--- src/rtl/pux_si_mc_if.sv ---
// Bundle of the opcode, operand, status and core-side signals of pux_si_mc.
// The slave modport is the controller's view; master is the host/core side.
interface pux_si_mc_if #(
  parameter int OPCW    = 8,
  parameter int DATAW   = 16,
  parameter int NCH     = 3,
  parameter int DEPTH   = 16,
  parameter int STATUSW = 2
);
  localparam int LENW  = $clog2(DEPTH);
  localparam int FUNCW = OPCW - LENW;

  logic [OPCW-1:0]      axis_opcode_data;
  logic                 axis_opcode_valid;
  logic                 axis_opcode_ready;
  logic [NCH*DATAW-1:0] op_data;
  logic [NCH-1:0]       op_valid;
  logic [NCH-1:0]       op_ready;
  logic [STATUSW-1:0]   axis_status_data;
  logic                 axis_status_valid;
  logic                 axis_status_ready;
  logic                 stream_reqest;
  logic                 core_start;
  logic [FUNCW-1:0]     core_func;
  logic [LENW-1:0]      core_len;
  logic [LENW-1:0]      core_rd_addr;
  logic [NCH*DATAW-1:0] core_rd_data;
  logic                 core_done;
  logic                 core_err;

  modport slave (
    input  axis_opcode_data, axis_opcode_valid,
    output axis_opcode_ready,
    input  op_data, op_valid,
    output op_ready,
    output axis_status_data, axis_status_valid,
    input  axis_status_ready,
    output stream_reqest, core_start, core_func, core_len,
    input  core_rd_addr,
    output core_rd_data,
    input  core_done, core_err
  );

  modport master (
    output axis_opcode_data, axis_opcode_valid,
    input  axis_opcode_ready,
    output op_data, op_valid,
    input  op_ready,
    input  axis_status_data, axis_status_valid,
    output axis_status_ready,
    input  stream_reqest, core_start, core_func, core_len,
    output core_rd_addr,
    input  core_rd_data,
    output core_done, core_err
  );
endinterface

--- src/rtl/pux_si_mc.sv ---
// Multi-channel stream front end for the arithmetic core: takes one opcode,
// gathers an operand vector per channel, runs the core, returns a status.
//
// state    | meaning
// S_IDLE   | opcode ready, waiting for an opcode
// S_FETCH  | stream_reqest high, filling per-channel operand buffers
// S_RUN    | core launched, waiting for core_done
// S_REPORT | status valid, waiting for the status handshake
module pux_si_mc #(
  parameter int OPCW        = 8,
  parameter int DATAW       = 16,
  parameter int NCH         = 3,
  parameter int DEPTH       = 16,
  parameter int STATUSW     = 2,
  parameter int TIMEOUT_CYC = 64
) (
  input  logic          axis_clk,
  input  logic          axis_rstn,
  pux_si_mc_if.slave    bus
);
  localparam int LENW  = $clog2(DEPTH);
  localparam int FUNCW = OPCW - LENW;
  localparam int CNTW  = LENW + 1;

  localparam logic [15:0]        TMO_LOAD   = 16'(TIMEOUT_CYC);
  localparam logic [STATUSW-1:0] ST_OK      = STATUSW'(0);
  localparam logic [STATUSW-1:0] ST_CERR    = STATUSW'(1);
  localparam logic [STATUSW-1:0] ST_TMO     = STATUSW'(2);
  localparam logic [STATUSW-1:0] ST_ILLEGAL = STATUSW'(3);

  typedef enum logic [1:0] {
    S_IDLE   = 2'd0,
    S_FETCH  = 2'd1,
    S_RUN    = 2'd2,
    S_REPORT = 2'd3
  } state_t;

  state_t                       state_q, state_d;
  logic [FUNCW-1:0]             func_q, func_d;
  logic [LENW-1:0]              len_q, len_d;
  logic [NCH-1:0][CNTW-1:0]     cnt_q, cnt_d;
  logic [15:0]                  tmr_q, tmr_d;
  logic                         opc_ready_q, opc_ready_d;
  logic [NCH-1:0]               op_ready_q, op_ready_d;
  logic                         sreq_q, sreq_d;
  logic                         start_q, start_d;
  logic                         stat_valid_q, stat_valid_d;
  logic [STATUSW-1:0]           stat_data_q, stat_data_d;
  logic [NCH-1:0]               beat;
  logic                         all_full;
  logic                         opc_hs;
  logic [FUNCW-1:0]             opc_func;
  logic [LENW-1:0]              opc_len;
  logic [CNTW-1:0]              words_q, words_d;
  logic [NCH*DATAW-1:0]         rd_data;

  assign opc_hs   = bus.axis_opcode_valid && opc_ready_q;
  assign opc_func = bus.axis_opcode_data[OPCW-1:LENW];
  assign opc_len  = bus.axis_opcode_data[LENW-1:0];
  // word counts are len+1, one bit wider so a full DEPTH fits
  assign words_q  = {1'b0, len_q} + CNTW'(1);
  assign words_d  = {1'b0, len_d} + CNTW'(1);

  // FSM next state, counters, timer and the next value of every registered output
  always_comb begin
    state_d     = state_q;
    func_d      = func_q;
    len_d       = len_q;
    cnt_d       = cnt_q;
    tmr_d       = tmr_q;
    stat_data_d = stat_data_q;
    beat        = '0;
    all_full    = 1'b1;
    case (state_q)
      S_IDLE: begin
        if (opc_hs) begin
          func_d = opc_func;
          len_d  = opc_len;
          if (opc_func == '0) begin
            state_d     = S_REPORT;
            stat_data_d = ST_ILLEGAL;
          end else begin
            state_d = S_FETCH;
            cnt_d   = '0;
            tmr_d   = TMO_LOAD;
          end
        end
      end
      S_FETCH: begin
        for (int i = 0; i < NCH; i++) begin
          beat[i] = bus.op_valid[i] && op_ready_q[i];
          if (beat[i]) cnt_d[i] = cnt_q[i] + CNTW'(1);
          if (cnt_d[i] != words_q) all_full = 1'b0;
        end
        // completion wins over a timeout landing in the same cycle
        if (all_full) begin
          state_d = S_RUN;
        end else if (|beat) begin
          tmr_d = TMO_LOAD;
        end else begin
          tmr_d = tmr_q - 16'd1;
          if (tmr_q <= 16'd1) begin
            state_d     = S_REPORT;
            stat_data_d = ST_TMO;
          end
        end
      end
      S_RUN: begin
        if (bus.core_done) begin
          state_d     = S_REPORT;
          stat_data_d = bus.core_err ? ST_CERR : ST_OK;
        end
      end
      S_REPORT: begin
        if (stat_valid_q && bus.axis_status_ready) state_d = S_IDLE;
      end
      default: state_d = S_IDLE;
    endcase

    opc_ready_d  = (state_d == S_IDLE);
    sreq_d       = (state_d == S_FETCH);
    start_d      = (state_q == S_FETCH) && (state_d == S_RUN);
    stat_valid_d = (state_d == S_REPORT);
    op_ready_d   = '0;
    for (int i = 0; i < NCH; i++) begin
      op_ready_d[i] = (state_d == S_FETCH) && (cnt_d[i] < words_d);
    end
  end

  // state and control registers
  always_ff @(posedge axis_clk or negedge axis_rstn) begin
    if (!axis_rstn) begin
      state_q      <= S_IDLE;
      func_q       <= '0;
      len_q        <= '0;
      cnt_q        <= '0;
      tmr_q        <= '0;
      opc_ready_q  <= 1'b0;
      op_ready_q   <= '0;
      sreq_q       <= 1'b0;
      start_q      <= 1'b0;
      stat_valid_q <= 1'b0;
      stat_data_q  <= '0;
    end else begin
      state_q      <= state_d;
      func_q       <= func_d;
      len_q        <= len_d;
      cnt_q        <= cnt_d;
      tmr_q        <= tmr_d;
      opc_ready_q  <= opc_ready_d;
      op_ready_q   <= op_ready_d;
      sreq_q       <= sreq_d;
      start_q      <= start_d;
      stat_valid_q <= stat_valid_d;
      stat_data_q  <= stat_data_d;
    end
  end

  for (genvar g = 0; g < NCH; g++) begin : g_ch
    logic [DATAW-1:0] mem [DEPTH];
    logic [DATAW-1:0] rd_q;

    // operand buffer write; contents are not reset
    always_ff @(posedge axis_clk) begin
      if (beat[g]) mem[cnt_q[g][LENW-1:0]] <= bus.op_data[g*DATAW +: DATAW];
    end

    // registered core read port; addresses past the latched length read as zero
    always_ff @(posedge axis_clk or negedge axis_rstn) begin
      if (!axis_rstn) begin
        rd_q <= '0;
      end else begin
        rd_q <= (bus.core_rd_addr <= len_q) ? mem[bus.core_rd_addr] : '0;
      end
    end

    assign rd_data[g*DATAW +: DATAW] = rd_q;
  end

  assign bus.axis_opcode_ready = opc_ready_q;
  assign bus.op_ready          = op_ready_q;
  assign bus.axis_status_data  = stat_data_q;
  assign bus.axis_status_valid = stat_valid_q;
  assign bus.stream_reqest     = sreq_q;
  assign bus.core_start        = start_q;
  assign bus.core_func         = func_q;
  assign bus.core_len          = len_q;
  assign bus.core_rd_data      = rd_data;
endmodule

--- src/flat_wrapper.sv ---
// flat-port wrapper written by rule: the top's interface ports become plain ports
module pux_si_mc_flat 
#(
  parameter int OPCW        = 8,
  parameter int DATAW       = 16,
  parameter int NCH         = 3,
  parameter int DEPTH       = 16,
  parameter int STATUSW     = 2,
  parameter int TIMEOUT_CYC = 64
)
  (axis_clk, axis_rstn, bus_axis_opcode_data, bus_axis_opcode_valid, bus_axis_opcode_ready, bus_op_data, bus_op_valid, bus_op_ready, bus_axis_status_data, bus_axis_status_valid, bus_axis_status_ready, bus_stream_reqest, bus_core_start, bus_core_func, bus_core_len, bus_core_rd_addr, bus_core_rd_data, bus_core_done, bus_core_err);
  pux_si_mc_if #(.OPCW(OPCW), .DATAW(DATAW), .NCH(NCH), .DEPTH(DEPTH), .STATUSW(STATUSW)) bus_i ();
  input  logic axis_clk;
  input  logic axis_rstn;
  input wire logic [$bits(bus_i.axis_opcode_data)-1:0] bus_axis_opcode_data;
  input wire logic [$bits(bus_i.axis_opcode_valid)-1:0] bus_axis_opcode_valid;
  output wire logic [$bits(bus_i.axis_opcode_ready)-1:0] bus_axis_opcode_ready;
  input wire logic [$bits(bus_i.op_data)-1:0] bus_op_data;
  input wire logic [$bits(bus_i.op_valid)-1:0] bus_op_valid;
  output wire logic [$bits(bus_i.op_ready)-1:0] bus_op_ready;
  output wire logic [$bits(bus_i.axis_status_data)-1:0] bus_axis_status_data;
  output wire logic [$bits(bus_i.axis_status_valid)-1:0] bus_axis_status_valid;
  input wire logic [$bits(bus_i.axis_status_ready)-1:0] bus_axis_status_ready;
  output wire logic [$bits(bus_i.stream_reqest)-1:0] bus_stream_reqest;
  output wire logic [$bits(bus_i.core_start)-1:0] bus_core_start;
  output wire logic [$bits(bus_i.core_func)-1:0] bus_core_func;
  output wire logic [$bits(bus_i.core_len)-1:0] bus_core_len;
  input wire logic [$bits(bus_i.core_rd_addr)-1:0] bus_core_rd_addr;
  output wire logic [$bits(bus_i.core_rd_data)-1:0] bus_core_rd_data;
  input wire logic [$bits(bus_i.core_done)-1:0] bus_core_done;
  input wire logic [$bits(bus_i.core_err)-1:0] bus_core_err;
  assign bus_i.axis_opcode_data = bus_axis_opcode_data;
  assign bus_i.axis_opcode_valid = bus_axis_opcode_valid;
  assign bus_axis_opcode_ready = bus_i.axis_opcode_ready;
  assign bus_i.op_data = bus_op_data;
  assign bus_i.op_valid = bus_op_valid;
  assign bus_op_ready = bus_i.op_ready;
  assign bus_axis_status_data = bus_i.axis_status_data;
  assign bus_axis_status_valid = bus_i.axis_status_valid;
  assign bus_i.axis_status_ready = bus_axis_status_ready;
  assign bus_stream_reqest = bus_i.stream_reqest;
  assign bus_core_start = bus_i.core_start;
  assign bus_core_func = bus_i.core_func;
  assign bus_core_len = bus_i.core_len;
  assign bus_i.core_rd_addr = bus_core_rd_addr;
  assign bus_core_rd_data = bus_i.core_rd_data;
  assign bus_i.core_done = bus_core_done;
  assign bus_i.core_err = bus_core_err;
  pux_si_mc #(.OPCW(OPCW), .DATAW(DATAW), .NCH(NCH), .DEPTH(DEPTH), .STATUSW(STATUSW), .TIMEOUT_CYC(TIMEOUT_CYC)) u_core (.axis_clk(axis_clk), .axis_rstn(axis_rstn), .bus(bus_i));
endmodule
--- config.mk ---
export PLATFORM = sky130hd
export DESIGN_NAME = pux_si_mc_flat
export DESIGN_NICKNAME = d
export VERILOG_FILES = /design/src/rtl/pux_si_mc_if.sv /design/src/rtl/pux_si_mc.sv /design/src/flat_wrapper.sv
export SDC_FILE = /design/constraint.sdc
export NUM_CORES = 1
export LEC_CHECK = 0
export ABC_AREA = 0
export CAP_MARGIN = 10
export CORE_MARGIN = 2
export CORE_UTILIZATION = 55
export CTS_CLUSTER_DIAMETER = 40
export DETAILED_ROUTE_END_ITERATION = 8
export GPL_TIMING_DRIVEN = 0
export PLACE_DENSITY = 0.76
export SLEW_MARGIN = 20
export SYNTH_ARGS = -nofsm -noshare
export SYNTH_HDL_FRONTEND = slang
export SYNTH_SLANG_ARGS = --single-unit
export TNS_END_PERCENT = 30
--- constraint.sdc ---
create_clock -name axis_clk -period 3.02 [get_ports axis_clk]
set_input_delay 0.453 -clock axis_clk [delete_from_list [all_inputs] [get_ports axis_clk]]
set_output_delay 0.453 -clock axis_clk [all_outputs]
set_load 0.05 [all_outputs]
==> results of run 1 <==
[metal layers]
metal / share of wire / wire length (µm) / GRT usage / up-vias
li1: - / - / - / 7342
met1: 0.37 / 31270 / 0.3551 / 9351
met2: 0.51 / 42860 / 0.4490 / 992
met3: 0.081 / 6817 / 0.05376 / 163
met4: 0.033 / 2762 / 0.1048 / 2
met5: 0.00016 / 13 / 0 / -
[state kept, by name, summed over array words and instances, names as in the netlist]
signal and count:
u_core.bus.axis_opcode_ready 1, u_core.bus.axis_status_data 2, u_core.bus.axis_status_valid 1, u_core.bus.core_func 4, u_core.bus.core_len 4, u_core.bus.core_start 1, u_core.bus.op_ready 3, u_core.bus.stream_reqest 1
u_core.cnt_q 15, u_core.g_ch.mem 768, u_core.g_ch.rd_q 48, u_core.state_q 2, u_core.tmr_q 16
[synth_stat cells (4+ instances only)]
cell type    n  area [µm²]
mux2i_1      5       50.05
and3_1       5       31.28
xnor2_1     10       87.58
mux4_2     240        5405
ha_1        32       400.4
o2bb2ai_1    6       52.55
nor3_1      19       95.09
a21o_1       7       52.55
nand3_1     19       95.09
xor2_1       4       35.03
buf_2       24       120.1
inv_1       19       71.32
nor4_1       4       25.02
edfxtp_1   768       23060
nand2_1     54       202.7
nor2b_1     50       312.8
o21ai_0     30       150.1
nand2b_1     9       56.30
or3_1        5       31.28
nor2_1      74       277.8
o31ai_1      7       52.55
o211ai_2    10       125.1
a21oi_1     17       85.08
clkbuf_1    50       187.7
dfrtp_1     98        2452
o211ai_1     4       30.03
[kinds of logic after synthesis]
group | after synthesis
AO/OA/AOI/OAI | 111
XOR/XNOR | 15
adder cells (fa/ha/maj) | 32
buffers and inverters | 99
flip-flops | 866
multiplexers | 249
AND/OR/NAND/NOR | 263
[critical path, stage by stage]
cell and delay [ps]:
clkdlybuf4s50_1 650, clkbuf_1 600, clkbuf_1 780, mux4_2 440, mux4_2 460, nor2b_1 170
[final timing paths]
path | startpoint | to | slack [ps] | depth (start not counted)
setup / recovery | bus_core_rd_addr[1] | u_core.g_ch[2].rd_q[12] | -50 | 6
min in group asynchronous | axis_rstn | u_core.g_ch[2].rd_q[7] | 300 | 2
hold / removal | bus_op_valid[0] | u_core.cnt_q[0] | 180 | 3
max in group asynchronous | axis_rstn | u_core.g_ch[0].rd_q[8] | 1940 | 3
setup reg to reg | u_core.state_q[1] | u_core.g_ch[2].mem[0][11] | 60 | 7
hold reg to reg | u_core.tmr_q[15] | u_core.tmr_q[15] | 480 | 1
[through the flow]
stage               total power (W)  utilization  setup WS, ps  area, µm²  instances
floorplan                   0.01838            -         121.4      34160       1635
global placement            0.02055       0.5929         -3142      36520       2603
detailed placement          0.02082       0.6046         -1530      37240       2644
CTS                         0.03397       0.6655         17.00      40990       2846
global route                0.03496       0.6666        -27.84      41060       2849
finish                      0.03391       0.6666        -51.55      41060       2849
[cell type report]
class                   instances  area [µm²]
multi-input cells             670        8507
diodes                          3       7.507
inverters                      19       71.32
well taps                     837        1047
clock buffers                 119        2764
repair buffers                175        1834
flip-flops and latches        866       25510
plain buffers                  78       375.4
clock inverters                82       940.9
fillers                      3744       20540
[repair_timing]
| item | in CTS | in global routing |
|---|---|---|
| buffers inserted | 0 | 2 |
| setup endpoints to repair | 57 | 54 |
| hold endpoints to repair | 35 | 0 |
| pin swaps | 0 | 2 |
| gates resized for setup | 16 | 22 |
| hold buffers | 1 | 0 |
[cell usage in the layout, fill, tap and decap left out, drive strengths merged, types with 4 or more instances in the layout]
master,instances
and3,7
or3,6
dfrtp,98
o2bb2ai,6
ha,32
clkdlybuf4s50,130
xnor2,10
a21oi,18
mux4,240
mux2i,6
edfxtp,768
nor2,74
clkbuf,167
nand2b,9
a21o,7
nor2b,50
o21ai,31
bufinv,12
o211ai,15
clkinvlp,10
or4,5
xor2,4
inv,46
nor3,19
buf,74
nor4,4
nand2,54
clkinv,33
o31ai,7
nand3,19
[report_power, final]
part / internal (W) / switching, W
Clock: 0.00780 / 0.00535
Combinational: 0.00220 / 0.00439
Sequential: 0.0138 / 0.000392
==> impl_metrics.yaml, run 1 <==
outcome:
  status: "finished with violations"
  violations: "setup timing"
logic_synthesis:
  synth_compound_area_frac: 0.02410
  synth_top_flop_cell: "edfxtp_1"
  synth-xor-area-share: 0.004249
  synth_seq_cells: 866
  seq_area_frac_synth: 0.7470
  syn_area_per_cell_um2: 20.89
  synth_nets: 1736
  synth_mux_area_frac: 0.1614
  synth_adder_area_share: 0.01172
  netlist_area_um2: 34160
  netlist_instances: 1635
  ys_async_sr_fraction: 0.1132
  synth-simple-area-share: 0.03916
  ys.warnings.count: 0
  synth_edf_count: 768
  synth.distinct_cells: 67
  synth_top_family_by_area: "multiplexers"
timing:
  clock_skew_ps: 17.92
  finalMaxSlewViolations: 0
  finalSetupViolCount: 7
  clock.fmax_mhz: 325.6
  fin_ws_ps: -51.55
  grt_setup_unrepaired: "yes"
  fin_hold_ws_ps: 183.8
  fin_setup_tns_ps: -206.3
  post-route-period-util: 1.017
  fin_crit_ps: 3072
  tightest_slew_ps: 976.1
  max_slew_margin: 0.3492
  finalHoldViolCount: 0
power_and_ir_drop:
  ir_drop_v: 0.0005612
  p_leak_nw: 13.73
  power_density_nw_per_um2: 825.7
clock_tree:
  numCtsBuffers: 106
  clk_pin_slew_ps: 60
  clk_root_buffer_cell: "clkbuf_16"
  htree_levels: 3
  cts.sinks: 866
  insertion_delay_ps: 670
  cts_tree: "done"
  cts_buffer_depth: 3
global_route:
  grt_max_degree: 64
  grt_pass1_vias: 18720
  antenna_found_initial: 4
  grt_pass1_wl_mm: 123.4
  gr-total-overflow: 0
  grt_usage: 0.2697
detailed_routing:
  routedWlPerCell_um: 29.39
  via_per_inst: 6.265
  drtIter0Drc: 1900
  drt_first_pass_iters: 5
  vias: 17850
  drc: 0
  postRouteWirelength_mm: 83.73
  ant_nets: 0
floorplan:
  die_area_um2: 64110
  die_w_um: 253.2
  rows: 91
  coreArea_um2: 61600
  initial_core_util: 0.5545
  pin_count: 134
  die_y_um: 253.2
place:
  hpwlAfterDp_mm: 50.10
  portBuffers: 131
  gp_congestion: 0.8786
min_path:
  holdCritPathClass: "in -> reg"
critical_path:
  critPathKind: "in -> reg"
  cp.required_ps: 3510
  cp_max_fo: 10
  start_kind: "input port"
  end_kind: "flip-flop"
  cp.arrival_ps: 3560
final_layout:
  drive_above_1_share: 0.2987
  nets: 2017
  area_growth_syn_to_layout_pct: 20.22
job:
  maxCapViolations: 0
(Power assumes the default switching activity.)
==> run 2: changes to the inputs <==
--- a/config.mk
+++ b/config.mk
@@ -13,6 +13,7 @@
 export DETAILED_ROUTE_END_ITERATION = 8
 export GPL_TIMING_DRIVEN = 0
 export PLACE_DENSITY = 0.76
+export RECOVER_POWER = 100
 export SLEW_MARGIN = 20
 export SYNTH_ARGS = -nofsm -noshare
 export SYNTH_HDL_FRONTEND = slang
==> run 2 against run 1 <==
The flow finishes with violations (capacitance limit, slew limit, setup timing). Die area stayed put. Wire length is 0.10% higher. Via count is 0.39% higher. Critical endpoint is now u_core.g_ch[1].rd_q[2].
==> impl_metrics.yaml, run 2 (synthesized netlist as in run 1, its figures left out) <==
outcome:
  status: "finished with violations"
  violations: "capacitance limit, slew limit, setup timing"
clock_tree:
  clk_pin_slew_ps: 60
  cts.sinks: 866
  cts_tree: "done"
  insertion_delay_ps: 670
  htree_levels: 3
  cts_buffer_depth: 3
  clk_root_buffer_cell: "clkbuf_16"
  numCtsBuffers: 106
place:
  dp_slack_ps: -1530
  portBuffers: 131
  gp_congestion: 0.8786
  placedCellCount: 2644
  hpwlAfterDp_mm: 50.10
critical_path:
  critPathKind: "in -> reg"
  reg2regPathDepth: 7
  cp_slowest_cell: "clkbuf_1"
  crit_chain: "clkdlybuf4s50_1, clkbuf_1, clkbuf_1, mux4_2, mux4_2, nor2b_1"
  end_kind: "flip-flop"
  start_kind: "input port"
  cp_max_fo: 10
  cp.required_ps: 3530
  reg2reg_from: "u_core.state_q[1]"
  cp.arrival_ps: 3580
  regToRegEndpoint: "u_core.g_ch[2].mem[0][11]"
  ff2ff_setup_slack_ps: 70
  slowest_delay_ps: 790
detailed_routing:
  postRouteWirelength_mm: 83.81
  drc: 0
  routedWlPerCell_um: 29.41
  drt_first_pass_iters: 5
  vias: 17920
  drtIter0Drc: 1933
  ant_nets: 0
  via_per_inst: 6.288
final_layout:
  final-seq-area_um2: 25510
  final_cells: 2850
  multi_input_area_um2: 8507
  drive_above_1_share: 0.2982
  largest_reg_flops: 768
  fill_cells: 3743
  nets: 2017
  area_growth_syn_to_layout_pct: 20.20
  final_common_cell: "edfxtp_1"
  layout_common_cells: "768 x edfxtp_1, 240 x mux4_2, 108 x clkbuf_16"
floorplan:
  coreArea_um2: 61600
  initial_core_util: 0.5545
  die_y_um: 253.2
  die_area_um2: 64110
  rows: 91
  die_w_um: 253.2
  pin_count: 134
timing:
  fin_ws_ps: -49.99
  tightest_slew_ps: 2540
  max_slew_margin: -0.6936
  clock_skew_ps: 22.07
  clock.fmax_mhz: 325.7
  fin_crit_ps: 3070
  finalSetupViolCount: 8
  post-route-period-util: 1.017
  grt_setup_unrepaired: "yes"
  finalMaxSlewViolations: 36
  fin_setup_tns_ps: -213.3
  finalHoldViolCount: 0
global_route:
  gr-total-overflow: 0
  grt_use_met2: 0.4490
  grt_pass1_wl_mm: 123.4
  grt.busiest_layer: "met2"
  grt.met1_usage: 0.3551
  grt_pass1_vias: 18720
  grt_usage: 0.2697
  met3_usage: 0.05376
  grt_max_degree: 64
  antenna_found_initial: 10
min_path:
  hold_start: "bus_op_valid[0]"
  min_to: "u_core.cnt_q[0]"
  worstHoldPathCells: 3
  holdCritPathClass: "in -> reg"
power_and_ir_drop:
  combPwrFrac: 0.194
  p_sw_w: 0.01013
  p_sw_frac: 0.2989
  power_density_nw_per_um2: 825.4
  ir_drop_v: 0.0005606
  p_seq_frac: 0.418
  intPower_w: 0.02376
  pwr-share-clk: 0.388
  p_leak_nw: 13.74
job:
  maxCapViolations: 1
run 2: critical path, delay by kind of cell:
family / cells / cell delay, ps
buf+inv: 3 / 2040
simple gates: 1 / 190
mux: 2 / 880
run 2: layout make-up:
| cell class | instances | share of cell area |
|---|---|---|
| Sequential cell | 866 | 0.6214 |
| Multi-Input combinational cell | 670 | 0.2072 |
| Clock buffer | 119 | 0.06732 |
| Timing Repair Buffer | 175 | 0.04449 |
| Tap cell | 837 | 0.02551 |
| Clock inverter | 82 | 0.02292 |
| Buffer | 78 | 0.009142 |
| Inverter | 19 | 0.001737 |
| Antenna cell | 4 | 0.0002438 |
run 2: per-layer routing:
| layer | vias up | wire (µm) |
|---|---|---|
| met5 | - | 21 |
| met1 | 9356 | 30930 |
| met2 | 1044 | 42750 |
| met3 | 177 | 7248 |
| met4 | 4 | 2868 |
| li1 | 7339 | - |
run 2: what timing repair did:
item                                   4_1_cts  5_1_grt
hold buffers                                 1        0
gates resized for setup                     16       22
pin swaps                                    0        2
setup endpoints to repair                   57       54
endpoints found under the hold margin       35        0
buffers inserted                             0        2
run 2: worst max-delay path by stage:
stage                                start                      end  slack, ps  cells past startpoint
floorplan           u_core.bus.op_ready[2]   u_core.bus.op_ready[2]        120                      8
global placement                 axis_rstn   u_core.g_ch[0].rd_q[6]      -3140                      1
detailed placement     bus_core_rd_addr[0]  u_core.g_ch[1].rd_q[11]      -1530                     13
CTS                      u_core.state_q[0]   u_core.bus.op_ready[1]         20                     11
global route             u_core.state_q[0]   u_core.bus.op_ready[0]        -30                     12
finish                 bus_core_rd_addr[1]   u_core.g_ch[1].rd_q[2]        -50                      6
run 2: per-stage QoR:
step | util | hold slack (ps) | area (µm²) | total power, W
final | 0.6665 | 180.2 | 41060 | 0.03389
after global routing | 0.6665 | 210.3 | 41050 | 0.03495
after CTS | 0.6655 | 141.1 | 40990 | 0.03397
after detailed placement | 0.6046 | 405.3 | 37240 | 0.02082
after global placement | 0.5929 | 450.1 | 36520 | 0.02055
after floorplan | - | 157.4 | 34160 | 0.01838
run 2: power groups by stage:
| stage | combinational [W] | clock (W) | sequential, W |
|---|---|---|---|
| 2_1_floorplan | 0.00278 | 0 | 0.0156 |
| 3_3_place_gp | 0.00617 | 0 | 0.0144 |
| 3_5_place_dp | 0.00643 | 0 | 0.0144 |
| 4_1_cts | 0.00655 | 0.0133 | 0.0142 |
| 5_1_grt | 0.00700 | 0.0137 | 0.0142 |
| 6_report | 0.00658 | 0.0131 | 0.0142 |
